[src/rtl/pipelined_addsub.sv]
// Pipelined two's-complement adder/subtractor: result = a + (b ^ {WIDTH{op}}) + cin,
// carry chain cut into CHUNK-bit segments with one register stage per segment.
module pipelined_addsub #(
  parameter int WIDTH = 32,
  parameter int CHUNK = 8
) (
  input  logic             clk,
  input  logic             rst_n,
  input  logic             in_valid,
  output logic             in_ready,
  input  logic [WIDTH-1:0] a,
  input  logic [WIDTH-1:0] b,
  input  logic             op,
  input  logic             cin,
  output logic             out_valid,
  input  logic             out_ready,
  output logic [WIDTH-1:0] result,
  output logic             cout,
  output logic             ovf,
  output logic             zero,
  output logic             neg
);

  localparam int STAGES = WIDTH / CHUNK;

  // Handshake: a transfer happens on a rising edge where valid && ready. The whole
  // pipeline advances together when the output slot is empty or being drained, so
  // in_ready is that same advance term (combinational from out_ready).
  logic adv;

  // Per-stage state: valid bit, operand skew (a and inverted-or-not b), partial
  // result with chunks [0..k] filled in, and the carry out of chunk k.
  logic [STAGES-1:0] v_q;
  logic [STAGES-1:0] c_q;
  logic [WIDTH-1:0]  a_q  [STAGES];
  logic [WIDTH-1:0]  bx_q [STAGES];
  logic [WIDTH-1:0]  r_q  [STAGES];
  logic              ovf_q;
  logic              zero_q;
  logic              neg_q;

  // Stage inputs: stage 0 reads the ports, stage k reads stage k-1's registers.
  logic [STAGES-1:0] si_c;
  logic [STAGES-1:0] v_d;
  logic [STAGES-1:0] c_d;
  logic [WIDTH-1:0]  si_a  [STAGES];
  logic [WIDTH-1:0]  si_bx [STAGES];
  logic [WIDTH-1:0]  si_r  [STAGES];
  logic [WIDTH-1:0]  r_d   [STAGES];
  logic [CHUNK:0]    sum;
  logic [WIDTH-1:0]  fres;
  logic              ovf_d;
  logic              zero_d;
  logic              neg_d;

  assign adv      = out_ready || !v_q[STAGES-1];
  assign in_ready = adv;

  always_comb begin
    si_a[0]  = a;
    si_bx[0] = b ^ {WIDTH{op}};
    si_r[0]  = '0;
    si_c[0]  = cin;
    v_d[0]   = in_valid;
    for (int k = 1; k < STAGES; k++) begin
      si_a[k]  = a_q[k-1];
      si_bx[k] = bx_q[k-1];
      si_r[k]  = r_q[k-1];
      si_c[k]  = c_q[k-1];
      v_d[k]   = v_q[k-1];
    end
    sum = '0;
    c_d = '0;
    for (int k = 0; k < STAGES; k++) begin
      sum = {1'b0, si_a[k][k*CHUNK +: CHUNK]} + {1'b0, si_bx[k][k*CHUNK +: CHUNK]}
          + {{CHUNK{1'b0}}, si_c[k]};
      r_d[k] = si_r[k];
      r_d[k][k*CHUNK +: CHUNK] = sum[CHUNK-1:0];
      c_d[k] = sum[CHUNK];
    end
    // Flags come from the completed word entering the final register.
    fres   = r_d[STAGES-1];
    ovf_d  = (si_a[STAGES-1][WIDTH-1] == si_bx[STAGES-1][WIDTH-1])
          && (fres[WIDTH-1] != si_a[STAGES-1][WIDTH-1]);
    zero_d = (fres == '0);
    neg_d  = fres[WIDTH-1];
  end

  always_ff @(posedge clk or negedge rst_n) begin
    if (!rst_n) begin
      v_q    <= '0;
      c_q    <= '0;
      ovf_q  <= 1'b0;
      zero_q <= 1'b0;
      neg_q  <= 1'b0;
      for (int k = 0; k < STAGES; k++) begin
        a_q[k]  <= '0;
        bx_q[k] <= '0;
        r_q[k]  <= '0;
      end
    end else if (adv) begin
      v_q    <= v_d;
      c_q    <= c_d;
      ovf_q  <= ovf_d;
      zero_q <= zero_d;
      neg_q  <= neg_d;
      for (int k = 0; k < STAGES; k++) begin
        a_q[k]  <= si_a[k];
        bx_q[k] <= si_bx[k];
        r_q[k]  <= r_d[k];
      end
    end
  end

  assign out_valid = v_q[STAGES-1];
  assign result    = r_q[STAGES-1];
  assign cout      = c_q[STAGES-1];
  assign ovf       = ovf_q;
  assign zero      = zero_q;
  assign neg       = neg_q;

endmodule

[config.mk]
export PLATFORM = sky130hd
export DESIGN_NAME = pipelined_addsub
export DESIGN_NICKNAME = d
export VERILOG_FILES = /design/src/rtl/pipelined_addsub.sv
export SDC_FILE = /design/constraint.sdc
export NUM_CORES = 1
export LEC_CHECK = 0
export CAP_MARGIN = 20
export CORE_UTILIZATION = 50
export DETAILED_ROUTE_END_ITERATION = 12
export GPL_TIMING_DRIVEN = 1
export PLACE_DENSITY_LB_ADDON = 0.2
export SYNTH_ARGS = -nofsm -noshare
export SYNTH_HDL_FRONTEND = slang
export SYNTH_SLANG_ARGS = --single-unit
[constraint.sdc]
create_clock -name clk -period 2.4 [get_ports clk]
set_clock_uncertainty 0.2 [all_clocks]
set_input_delay 0.36 -clock clk [delete_from_list [all_inputs] [get_ports clk]]
set_output_delay 0.36 -clock clk [all_outputs]
set_load 0.02 [all_outputs]
==> flow_metrics.py, run 1 <==
metrics = {
    "run_status": {
        "status": "finished, final reports clean",
    },
    "critical_path": {
        "cp-end-kind": "register",
        "critPathSlowestCell": "fa_2",
        "cp_slowest_stage_delay_ns": 0.44,
        "worstPathRequired_ns": 2.51,
        "path_cells": "fa_2 > inv_1 > fa_1 > nand2b_4 > a21oi_2 > o31a_1 > nor3_2 > nor2_1 > a31o_1",
        "critPathKind": "register to register",
        "cp_top_family": "adder cells",
        "path_buf_inv": 1,
        "cp-start-kind": "register",
        "path_max_fanout": 2,
        "worstPathArrival_ns": 2.46,
    },
    "timing": {
        "drv_slew": 0,
        "period_needed_ns": 2.35,
        "slew_headroom": 0.538,
        "max_clock_freq_ghz": 0.426,
        "worst_pin_slew_ns": 0.693,
        "hold_violations": 0,
        "rsz0062_at_grt": "true",
        "period_share": 0.978,
        "setup_viol": 0,
        "whs_ns": 0.250,
    },
    "floorplan": {
        "coreArea_sq_um": 16500,
        "dieWidth_um": 132,
        "start_util": 0.511,
        "row_count": 47,
        "die_h_um": 132,
        "ios": 108,
        "die_area_sq_um": 17400,
    },
    "global_routing": {
        "grt_pass1_vias": 5963,
        "overflow": 0,
        "antenna_found_initial": 0,
        "grt_max_degree": 161,
        "grt_pass1_wl_um": 28600,
        "grt_usage": 0.208,
    },
    "drt": {
        "drtPass1Iterations": 4,
        "wl_per_cell_um": 13.2,
        "ant_nets": 0,
        "drc": 0,
        "drt_iter0_markers": 451,
        "vias_per_cell": 4.89,
        "drt-total-wl_um": 16800,
        "num_vias": 6217,
    },
    "layout": {
        "final_layout_size_suffix_gt1_frac": 0.0760,
        "final_common_cell": "nand2_1",
        "area_growth_pct": 24.4,
        "most-common-layout-cells": "422 x nand2_1, 186 x dfrtp_1, 104 x clkdlybuf4s50_1",
        "fin_area_sq_um": 10500,
        "fin_nets": 1148,
        "diodes": 0,
        "utilization": 0.636,
    },
    "clock_network": {
        "cts_tree": "done",
        "insertion_delay_ns": 0.43,
        "clk_path_buf_depth": 2,
        "htreeDepth": 4,
        "clk_pin_slew_ns": 0.06,
        "cts_buffers": 17,
        "root_buffer": "clkbuf_16",
        "cts.sinks": 186,
    },
    "yosys": {
        "synth_area_sq_um": 8450,
        "yosysWarnings": 0,
        "ys_ff_latch": 186,
        "syn_avg_cell_area_sq_um": 9.07,
        "seq_area_frac_synth": 0.551,
        "synthCells": 932,
        "synthFlopType": "dfrtp_1",
        "ys_async_sr_fraction": 1.00,
        "syn-num-nets": 1038,
        "synth_edf_count": 0,
        "synth.distinct_cells": 40,
    },
    "placed_design": {
        "dpl.hpwl_um": 11800,
        "port_buffers": 107,
        "dpl_cell_area_sq_um": 9880,
        "gp_congestion": 0.820,
    },
    "pwr": {
        "leakage_uw": 0.00514,
        "peakVddDrop_v": 0.000644,
        "cellPowerDensity_nw_per_um2": 1310,
    },
    "job": {
        "max-cap-violations": 0,
    },
    "worst_hold_path": {
        "min-delay-path-class": "input port to asynchronous set/reset pin",
    },
}
-- report_power, final --
group	switching [uW]	leakage [uW]	total [uW]	internal (uW)
clock network	1070	0.000256	2480	1410
registers	872	0.00224	5410	4530
logic	3190	0.00264	5850	2670
-- flip-flops by register name, indices dropped and copies added (netlist names) --
name,cells
c_q,4
r_d,24
a_q,48
result,32
bx_q,48
ovf,1
v_q,4
fres,24
zero,1
-- layout make-up --
class                   count  area [sq um]
clock buffers              26           499
clock inverters             3          15.0
fillers                  1423          6010
inverters                  25          96.3
multi-input cells         676          3650
flip-flops and latches    186          4650
well taps                 220           275
repair buffers            136          1330
-- cells by family after synthesis --
kind of cell / Yosys count / share of synthesized area
adder cells (fa/ha/maj): 36 / 0.0604
AND/OR/NAND/NOR: 487 / 0.227
flip-flops: 186 / 0.551
buffers and inverters: 70 / 0.0338
AO/OA/AOI/OAI: 109 / 0.0817
XOR/XNOR: 44 / 0.0465
-- final timing paths --
kind | slack, ns | start | cells past startpoint | endpoint
hold / removal | 0.25 | rst_n | 2 | result[12]
setup reg to reg | 0.05 | c_q[2] | 9 | zero
hold reg to reg | 0.26 | v_q[2] | 2 | v_q[2]
max in group asynchronous | 1.04 | rst_n | 3 | bx_q[84]
min in group clk | 0.26 | v_q[2] | 2 | v_q[2]
setup / recovery | 0.05 | c_q[2] | 9 | zero
-- synthesized netlist by cell type, types with 12 or more instances --
cell,number,share of area
a21oi_1,16,0.0095
buf_2,15,0.0089
clkbuf_1,29,0.013
dfrtp_1,186,0.55
ha_1,28,0.041
inv_1,24,0.011
nand2_1,422,0.19
nor2_1,29,0.013
nor3_1,12,0.0071
o21ai_0,46,0.027
o31ai_1,13,0.012
xnor2_1,33,0.034
-- through the flow --
step / worst slack (ns) / TNS (ns) / total power [uW] / cells
4_1_cts: -0.00943 / -0.00943 / 13700 / 1270
2_1_floorplan: -0.0565 / -0.0565 / 9040 / 932
3_3_place_gp: -0.413 / -1.61 / 10900 / 1240
6_report: 0.0539 / 0 / 13700 / 1272
3_5_place_dp: -0.459 / -2.00 / 11100 / 1240
5_1_grt: -0.0503 / -0.158 / 14800 / 1272
-- routing by layer --
metal  track usage  vias up  share of wire
met1         0.309     2898           0.52
li1              -     3183              -
met4        0.0562        0          0.011
met3        0.0519       15          0.037
met5             0        -              0
met2         0.303      121           0.43
-- repair_timing --
action | CTS | global route
endpoints found under the hold margin | 48 | 0
hold buffers | 1 | 0
buffers inserted | 0 | 2
gates resized for setup | 8 | 14
pin swaps | 3 | 6
setup endpoints to repair | 6 | 8
Power figures use the tool's default switching activity.
==> run 2: changes to the inputs <==
CORE_MARGIN = 1.5   (was default)
==> run 2 against run 1 <==
- global-route usage is 0.32 points higher
- sequential power hardly changed
- sequential share of layout area is 0.53 points lower
- first-iteration DRC count is 2.0% lower
- die area is 1.5% higher
- clock power is 19% higher
- non-clock buffer count is 3 higher
- utilization is 0.76 points higher
- fmax is 0.59% lower
- combinational power hardly changed
- largest power group unchanged
- flip-flop and latch count stayed put
==> flow_metrics.py, run 2 (synthesis results as in run 1) <==
metrics = {
    "timing": {
        "finalSetupTns_ns": 0,
        "period_needed_ns": 2.36,
        "period_share": 0.983,
        "slew_headroom": 0.647,
        "rsz0062_at_grt": "true",
        "hold_violations": 0,
        "worst_pin_slew_ns": 0.524,
        "max_clock_freq_ghz": 0.424,
        "whs_ns": 0.255,
        "worst_slack_ns": 0.0400,
        "drv_slew": 0,
        "setup_viol": 0,
    },
    "clock_network": {
        "root_buffer": "clkbuf_16",
        "insertion_delay_ns": 0.43,
        "cts_buffers": 17,
        "cts_tree": "done",
        "clk_pin_slew_ns": 0.06,
        "clk_path_buf_depth": 2,
        "cts.sinks": 186,
        "htreeDepth": 4,
    },
    "run_status": {
        "status": "finished, final reports clean",
    },
    "layout": {
        "fin_nets": 1151,
        "final_common_cell": "nand2_1",
        "most-common-layout-cells": "422 x nand2_1, 186 x dfrtp_1, 104 x clkdlybuf4s50_1",
        "fill_cells": 1397,
        "final_layout_size_suffix_gt1_frac": 0.0776,
        "regArea_sq_um": 4650,
        "utilization": 0.644,
        "multi_input_area_sq_um": 3620,
        "area_growth_pct": 25.9,
        "diodes": 0,
        "stdcell_count": 1277,
    },
    "drt": {
        "drt-total-wl_um": 17100,
        "ant_nets": 0,
        "wl_per_cell_um": 13.4,
        "drt_iter0_markers": 442,
        "vias_per_cell": 4.87,
        "drc": 0,
        "num_vias": 6214,
        "drtPass1Iterations": 4,
    },
    "placed_design": {
        "place_inst": 1242,
        "pre_cts_slack_ns": -0.465,
        "gp_congestion": 0.811,
        "port_buffers": 107,
        "dpl.hpwl_um": 12000,
    },
    "critical_path": {
        "critPathKind": "register to register",
        "timing.rr.start": "c_q[2]",
        "cp-start-kind": "register",
        "reg2reg_to": "zero",
        "worstPathArrival_ns": 2.53,
        "path_max_fanout": 2,
        "critPathSlowestCell": "fa_1",
        "cp-end-kind": "register",
        "cp_slowest_stage_delay_ns": 0.50,
        "path_cells": "fa_2 > inv_1 > fa_1 > nor4b_2 > nand4_1 > nor4bb_4 > a31o_1",
        "cp_top_family": "adder cells",
        "r2r_cells": 7,
        "worstPathRequired_ns": 2.57,
        "path_buf_inv": 1,
        "reg2reg_slack_ns": 0.04,
    },
    "worst_hold_path": {
        "hp-start": "a[28]",
        "min-delay-path-class": "input port to register",
        "hold_path_end": "a_q[124]",
        "hold_depth": 3,
    },
    "floorplan": {
        "ios": 108,
        "row_count": 47,
        "dieWidth_um": 133,
        "start_util": 0.511,
        "die_h_um": 133,
        "die_area_sq_um": 17700,
        "coreArea_sq_um": 16500,
    },
    "pwr": {
        "leakage_uw": 0.00520,
        "cellPowerDensity_nw_per_um2": 1330,
        "peakVddDrop_v": 0.000644,
    },
    "global_routing": {
        "grt_pass1_vias": 6079,
        "grt_max_degree": 117,
        "grt_usage": 0.211,
        "grt_pass1_wl_um": 29500,
        "antenna_found_initial": 0,
        "overflow": 0,
    },
    "job": {
        "max-cap-violations": 0,
    },
}
## run 2: worst max-delay path by stage
stage,from,endpoint,slack (ns),cells after the start
global placement,b[0],c_q[0],-0.42,11
detailed placement,b[0],c_q[0],-0.47,11
global route,c_q[2],ovf,-0.10,7
finish,c_q[2],zero,0.04,7
CTS,c_q[2],ovf,0.005,7
floorplan,op,c_q[0],-0.06,12
## run 2: repair_timing
action	CTS	global route
setup endpoints to repair	6	11
gates resized for setup	7	10
hold buffers	1	0
setup buffers	0	3
pin swaps	4	9
hold endpoints to repair	55	0
## run 2: cell type report
cell class,instances,share of cell area
Sequential cell,186,0.437
Multi-Input combinational cell,676,0.340
Timing Repair Buffer,139,0.129
Clock buffer,25,0.0456
Tap cell,220,0.0259
Clock inverter,6,0.0128
Inverter,25,0.00906
## run 2: report_power, final
part	internal, uW	switching [uW]	total [uW]	leakage [uW]
sequential	4530	865	5400	0.00224
combinational	2670	3150	5820	0.00266
clock	1820	1120	2950	0.000298
## run 2: worst reg2reg max path, cell delays in order (launching register included)
cell and delay (ns):
dfrtp_1 0.39, fa_2 0.24, inv_1 0.06, fa_1 0.50, nor4b_2 0.21, nand4_1 0.21, nor4bb_4 0.32, a31o_1 0.17
## run 2: per-stage QoR
step | cell area [sq um] | total power, uW
floorplan | 8510 | 9040
global placement | 9920 | 10900
detailed placement | 9920 | 11100
CTS | 10600 | 14100
global route | 10600 | 15300
finish | 10600 | 14200
## run 2: per-layer routing
layer / up-vias / part of all wire / GRT usage
met2: 119 / 0.45 / 0.307
met4: 0 / 0.0078 / 0.0604
met3: 12 / 0.032 / 0.0406
met1: 2882 / 0.51 / 0.323
li1: 3201 / - / -
met5: - / 0 / 0
==> run 3: changes to the inputs <==
CAP_MARGIN = default   (was 20)
CORE_ASPECT_RATIO = 1.25   (was default)
==> run 3 against run 2 <==
- cell area is 0.13% lower
- register-to-register slack worse by 0.11 ns
- sequential power hardly changed
- worst setup slack worse by 0.11 ns
- clock power is 6% lower
- the flow now finishes with violations (negative setup slack)
- highest routed layer unchanged
==> flow_metrics.py, run 3 (synthesis results as in run 1) <==
metrics = {
    "timing": {
        "period_needed_ns": 2.47,
        "period_share": 1.03,
        "setup_viol": 3,
        "hold_violations": 0,
        "slew_headroom": 0.552,
        "worst_slack_ns": -0.0704,
        "drv_slew": 0,
        "rsz0062_at_grt": "true",
        "worst_pin_slew_ns": 0.673,
        "max_clock_freq_ghz": 0.405,
        "finalSetupTns_ns": -0.101,
    },
    "drt": {
        "vias_per_cell": 4.94,
        "drtPass1Iterations": 4,
        "drc": 0,
        "drt-total-wl_um": 17100,
        "wl_per_cell_um": 13.4,
        "num_vias": 6297,
        "ant_nets": 0,
        "drt_iter0_markers": 343,
    },
    "global_routing": {
        "grt_usage": 0.210,
        "antenna_found_initial": 0,
        "grt_max_degree": 161,
        "grt_pass1_vias": 6215,
        "grt_pass1_wl_um": 29600,
        "overflow": 0,
    },
    "layout": {
        "diodes": 0,
        "final_common_cell": "nand2_1",
        "regArea_sq_um": 4650,
        "multi_input_area_sq_um": 3640,
        "area_growth_pct": 25.7,
        "most-common-layout-cells": "422 x nand2_1, 186 x dfrtp_1, 104 x clkdlybuf4s50_1",
        "fin_nets": 1151,
        "final_layout_size_suffix_gt1_frac": 0.0917,
        "fill_cells": 1388,
    },
    "placed_design": {
        "dpl.hpwl_um": 11400,
        "pre_cts_slack_ns": -0.445,
        "gp_congestion": 0.810,
        "port_buffers": 107,
    },
    "critical_path": {
        "worstPathArrival_ns": 2.65,
        "cp_slowest_stage_delay_ns": 0.57,
        "cp-start-kind": "register",
        "cp_top_family": "adder cells",
        "path_buf_inv": 2,
        "path_max_fanout": 2,
        "path_cells": "fa_2 > inv_2 > fa_2 > nor4b_4 > nand4_1 > nor4bb_2 > buf_4 > a31o_1",
        "critPathKind": "register to register",
        "critPathSlowestCell": "fa_2",
        "cp-end-kind": "register",
        "crit_top_cell": "fa_2",
        "worstPathRequired_ns": 2.58,
    },
    "pwr": {
        "cellPowerDensity_nw_per_um2": 1330,
        "peakVddDrop_v": 0.000877,
        "p_total_uw": 14100,
        "leakage_uw": 0.00518,
    },
    "floorplan": {
        "ios": 108,
        "start_util": 0.515,
        "row_count": 52,
        "die_h_um": 148,
        "coreArea_sq_um": 16400,
        "die_area_sq_um": 17700,
        "dieWidth_um": 119,
    },
    "run_status": {
        "violations": "negative setup slack",
        "status": "finished with violations",
    },
    "clock_network": {
        "root_buffer": "clkbuf_16",
        "clk_pin_slew_ns": 0.07,
        "htreeDepth": 4,
        "cts_buffers": 17,
        "cts_tree": "done",
        "cts.sinks": 186,
        "clk_path_buf_depth": 2,
        "insertion_delay_ns": 0.45,
    },
    "worst_hold_path": {
        "min-delay-path-class": "input port to asynchronous set/reset pin",
    },
    "job": {
        "max-cap-violations": 0,
    },
}
run 3: cell types whose count changed in the layout (fill, tap and decap cells not counted), sizes merged:
| cell | previous run | this run |
|---|---|---|
| clkbuf | 26 | 18 |
| clkinv | 1 | 7 |
| inv | 25 | 31 |
| bufinv | 4 | 1 |
| dlygate4sd2 | 1 | 0 |
| dlymetal6s2s | 0 | 1 |
run 3: metal layers:
| layer | up-vias | wire length [um] | GRT usage |
|---|---|---|---|
| met5 | - | 0 | 0 |
| met4 | 0 | 289 | 0.0759 |
| met3 | 23 | 477 | 0.0391 |
| met2 | 105 | 8180 | 0.338 |
| met1 | 2971 | 8180 | 0.288 |
| li1 | 3198 | - | - |
run 3: metrics by stage:
stage / util / hold WS (ns) / instance area [sq um] / cells
2_1_floorplan: - / -0.136 / 8510 / 932
3_3_place_gp: 0.605 / 0.135 / 9920 / 1239
3_5_place_dp: 0.605 / 0.137 / 9920 / 1239
4_1_cts: 0.644 / 0.230 / 10600 / 1273
5_1_grt: 0.648 / 0.242 / 10600 / 1274
6_report: 0.648 / 0.213 / 10600 / 1274
run 3: repair_timing:
action / CTS / global route
gates resized for setup: 9 / 19
pin swaps: 5 / 7
setup endpoints to repair: 6 / 12
endpoints found under the hold margin: 40 / 0
hold buffers: 1 / 0
buffers inserted: 1 / 1
run 3: power by group:
group	internal, uW	switching (uW)	total [uW]
registers	4530	872	5400
logic	2710	3210	5920
clock network	1470	1300	2780
run 3: worst paths after layout:
kind,from,end,slack (ns),depth (start not counted)
worst min-delay path,rst_n,v_q[2],0.21,2
max in group asynchronous,rst_n,a_q[91],1.17,3
worst max-delay path,bx_q[56],zero,-0.07,8
worst min register to register,result[12],result[12],0.26,2
min in group clk,a[30],a_q[126],0.24,3
worst max register to register,bx_q[56],zero,-0.07,8
run 3: area by class of cell:
| type | instances | share of cell area |
|---|---|---|
| Multi-Input combinational cell | 676 | 0.343 |
| Sequential cell | 186 | 0.438 |
| Inverter | 25 | 0.00907 |
| Clock inverter | 15 | 0.0151 |
| Timing Repair Buffer | 139 | 0.130 |
| Clock buffer | 17 | 0.0400 |
| Tap cell | 216 | 0.0254 |
